## src/rtl/fetch_decode_queue.sv

```systemverilog
// Show-ahead instruction queue between fetch and decode; flush discards all entries.
// Optional bubble counter enabled by defining FDQ_BUBBLE_CNT_EN.
module fetch_decode_queue #(
  parameter int DEPTH = 2,
  parameter int PTR_W = 1
) (
  input  logic        clk,
  input  logic        reset,
  input  logic [15:0] inst_code,
  input  logic [15:0] pc_input,
  input  logic [1:0]  ex_vector_input,
  input  logic        fetch_valid,
  output logic        fetch_ready,
  input  logic        stall_decode,
  input  logic        flush,
`ifdef FDQ_BUBBLE_CNT_EN
  output logic [15:0] bubble_count,
`endif
  output logic [15:0] inst_out,
  output logic [15:0] pc_out,
  output logic [1:0]  ex_vector_out,
  output logic        valid_out
);

  localparam int ENTRY_W = 34;
  localparam logic [PTR_W:0] FULL_CNT = DEPTH[PTR_W:0];

  logic [ENTRY_W-1:0] mem [DEPTH];
  logic [PTR_W-1:0]   rd_ptr;
  logic [PTR_W-1:0]   wr_ptr;
  logic [PTR_W:0]     count;
  logic               push;
  logic               pop;
  logic [ENTRY_W-1:0] head;

  assign fetch_ready = (count < FULL_CNT);
  assign valid_out   = (count != '0);
  assign push        = fetch_valid & fetch_ready & ~flush;
  assign pop         = valid_out & ~stall_decode & ~flush;

  // Entry storage: data only, so it carries no reset
  always_ff @(posedge clk) begin
    if (push) begin
      mem[wr_ptr] <= {ex_vector_input, pc_input, inst_code};
    end
  end

  // Pointers and occupancy; DEPTH is a power of two so pointers wrap naturally
  always_ff @(posedge clk or negedge reset) begin
    if (!reset) begin
      rd_ptr <= '0;
      wr_ptr <= '0;
      count  <= '0;
    end else if (flush) begin
      rd_ptr <= '0;
      wr_ptr <= '0;
      count  <= '0;
    end else begin
      if (push) begin
        wr_ptr <= wr_ptr + 1'b1;
      end
      if (pop) begin
        rd_ptr <= rd_ptr + 1'b1;
      end
      if (push && !pop) begin
        count <= count + 1'b1;
      end else if (pop && !push) begin
        count <= count - 1'b1;
      end
    end
  end

  assign head          = valid_out ? mem[rd_ptr] : '0;
  assign inst_out      = head[15:0];
  assign pc_out        = head[31:16];
  assign ex_vector_out = head[33:32];

`ifdef FDQ_BUBBLE_CNT_EN
  // Counts cycles where decode got nothing; survives flush, saturates
  always_ff @(posedge clk or negedge reset) begin
    if (!reset) begin
      bubble_count <= '0;
    end else if ((!valid_out || stall_decode) && (bubble_count != 16'hFFFF)) begin
      bubble_count <= bubble_count + 16'd1;
    end
  end
`endif

endmodule

```

## config.mk

```make
export PLATFORM = sky130hd
export DESIGN_NAME = fetch_decode_queue
export DESIGN_NICKNAME = d
export VERILOG_FILES = /design/src/rtl/fetch_decode_queue.sv
export SDC_FILE = /design/constraint.sdc
export NUM_CORES = 1
export LEC_CHECK = 0
export ABC_AREA = 1
export CORE_ASPECT_RATIO = 0.8
export CORE_MARGIN = 2
export CORE_UTILIZATION = 25
export DETAILED_ROUTE_END_ITERATION = 16
export PLACE_DENSITY = 0.48
export SLEW_MARGIN = 30
export SYNTH_ARGS = -nofsm -noshare
export SYNTH_HDL_FRONTEND = slang
export SYNTH_SLANG_ARGS = --single-unit
```

## constraint.sdc

```tcl
create_clock -name clk -period 2.92 [get_ports clk]
set_input_delay 0.584 -clock clk [delete_from_list [all_inputs] [get_ports clk]]
set_output_delay 0.584 -clock clk [all_outputs]
set_load 0.02 [all_outputs]
```

==> run metrics, run 1 <==
run status finished clean; DRC 0; top routing layer in use met4; number of max-cap violations 0; # IOs 75; layout cell share with drive strength beyond 1 between 10% and 20%; router iterations before antenna repair 4; Inserted Clock Buffers 9; Power Density ~700 nW/um^2; compound-gate portion of the synthesized area ~7.0%; Worst-Skew Late Latency 0.32 ns; Final Util between 30% and 40%; Tightest Hold Check Type primary input to asynchronous set/reset pin; global route total overflow 0; wl on met1 2800 um; Root Driver clkbuf_16; antenna cells 0; slowest CP cell clkdlybuf4s50_1; syn_area_per_cell between 10 and 15 um^2; max-slew violations 0; Routed Antenna Nets 0; CTS Sinks 72; DP Wirelength around 4000 um; Final Hold Vio Count 0; Seq/Total Area, Yosys slightly below 80%; critical path, cell by cell inv_2 -> buf_4 -> nand2_1 -> a21oi_1 -> clkdlybuf4s50_1; Critical Path Fanout Max 15; leak pwr 1.40 nW; Fmax 384 MHz; maximum vdd drop 0.000221 V; via count 1855; Initial Util 25.6%; initial drt markers roughly 110; met2 routed WL just under 3000 um; Vias/cell between 4 and 5; Simple-Gate Fraction of Synth Area 13.1%; Resize count post-CTS 0; Setup crit end kind primary output; Reg clk slew, reported paths around 0.06 ns; metal3 WL roughly 350 um; die area 12000 um^2; Slew Limit Headroom around three quarters; Cells after Synth 216; worst r2r src count[1]; Detailed Route WL approximately 6200 um; # hold bufs at CTS 0; xor-xnor portion of the synthesized cell area 0%; first-pass GRT wire length just under 10000 um; count of warnings emitted by yosys 0; NumNets Final approximately 340; Synth Cell Area about 2800 um^2; fill count ~1100; H-tree Lvls 3; RSZ-0062 raised after global routing no; PortBufs 74; Area Growth Syn to Fin 43.6%; largest family of logic cells by synthesized area simple AND/OR/NAND/NOR gates; max incr delay on CP between 0.6 and 0.7 ns; synthesized flop and latch total 72; CP Data Arrival Time about 2 ns; Clock Path Buffers 2; Layout Skew around 0.005 ns; final worst path period need 2.60 ns; Worst Setup SP rd_ptr; All-Layer GR Usage 11.0%; most frequent cells in the layout 77 x nand2_1, 74 x clkdlybuf4s50_1, 68 x edfxtp_1; Post-Synth Adder-Cell Area 0%; Setup CP Type flip-flop to primary output; setup tns final 0 ns; Startpoint Class flip-flop; CTS tree built; library cells used by synthesis 16; DR WL/cell about 14 um; number of global-route vias before repair 1903; final worst-path cycle share slightly below 90%; Worst-Margin Slew between 0.4 and 0.5 ns; CORE AREA roughly 11000 um^2; initial antenna violation count 0; largest net degree at the start of global routing 35; postcts setup bufs 0; Final Setup Violations 0; mux cell area share after synthesis 0%; most common cell after layout, fill and taps aside nand2_1; RePlAce Congestion 0.730; row cnt 34; WP data required 2.34 ns; Die W 122 um; die height between 90 and 100 um; Syn Nets approximately 260
==> per-stage QoR <==
stage               area (um^2)  total power [mW]  hold WS, ns  std cells  setup slack, ns
finish                     3990              2.72        0.495        447            0.317
global placement           3740              1.81        0.559        432            0.647
global route               3990              2.86        0.491        447            0.178
CTS                        3990              2.77        0.485        447            0.268
floorplan                  2780              1.52        0.288        216            0.234
detailed placement         3740              1.81        0.563        432            0.635
==> state kept, by name, summed over array words and instances (netlist names) <==
signal  count
mem        68
count       2
rd_ptr      1
wr_ptr      1
==> Yosys cell counts, drive strengths merged <==
cell type	n	area (um^2)
inv	6	22.5
buf	10	57.6
a21oi	36	184
nand3	3	15.0
edfxtp	68	2040
dfrtp	4	100
o21ai	2	10.0
nand2	81	314
nor2	5	28.8
nand4	1	6.26
==> where the power goes <==
| group | switching, mW | leakage (nW) | internal [mW] | total (mW) |
|---|---|---|---|---|
| registers | 0.0195 | 0.676 | 1.19 | 1.21 |
| clock network | 0.377 | 0.125 | 0.565 | 0.942 |
| logic | 0.325 | 0.599 | 0.244 | 0.569 |
==> cells by family after synthesis <==
kind of cell / Yosys count
buf+inv: 16
simple gates: 90
compound gates: 38
flops: 72
==> final timing paths <==
kind	end	slack [ns]	cells after the start
max in group asynchronous	wr_ptr	2.21	1
worst max register to register	mem[0][28]	1.39	6
worst min register to register	wr_ptr	0.58	1
worst max-delay path	pc_out[9]	0.32	5
min in group clk	wr_ptr	0.58	1
worst min-delay path	count[1]	0.49	1
==> per-layer routing <==
| metal | up-vias | track usage [%] |
|---|---|---|
| met2 | 60 | 17.4 |
| met3 | 9 | 3.62 |
| met1 | 874 | 13.4 |
| met4 | 0 | 5.22 |
| li1 | 912 | - |
| met5 | - | 0 |
==> area by class of cell <==
class | instances | area, um^2 | share of cell area, %
Clock buffer | 11 | 233 | 5.83
Clock inverter | 4 | 22.5 | 0.564
Timing Repair Buffer | 82 | 813 | 20.4
Tap cell | 144 | 180 | 4.51
Sequential cell | 72 | 2140 | 53.7
Multi-Input combinational cell | 128 | 578 | 14.5
Inverter | 6 | 22.5 | 0.564
==> critical path, delay by kind of cell (launching register included) <==
kind	cells	cell delay (ns)
AOI/OAI and AO/OA	1	0.17
buffers and inverters	3	1.05
DFF	1	0.39
and+or+nand+nor	1	0.08
(Power assumes the default switching activity.)
==> inputs of run 2 (changes only) <==
--- a/config.mk
+++ b/config.mk
@@ -11,6 +11,7 @@
 export CORE_UTILIZATION = 25
 export DETAILED_ROUTE_END_ITERATION = 16
 export PLACE_DENSITY = 0.48
+export SKIP_CTS_REPAIR_TIMING = 1
 export SLEW_MARGIN = 30
 export SYNTH_ARGS = -nofsm -noshare
 export SYNTH_HDL_FRONTEND = slang
==> results of run 2 <==
Same layout as run 1: the final DEF is identical, and so are final timing and power.
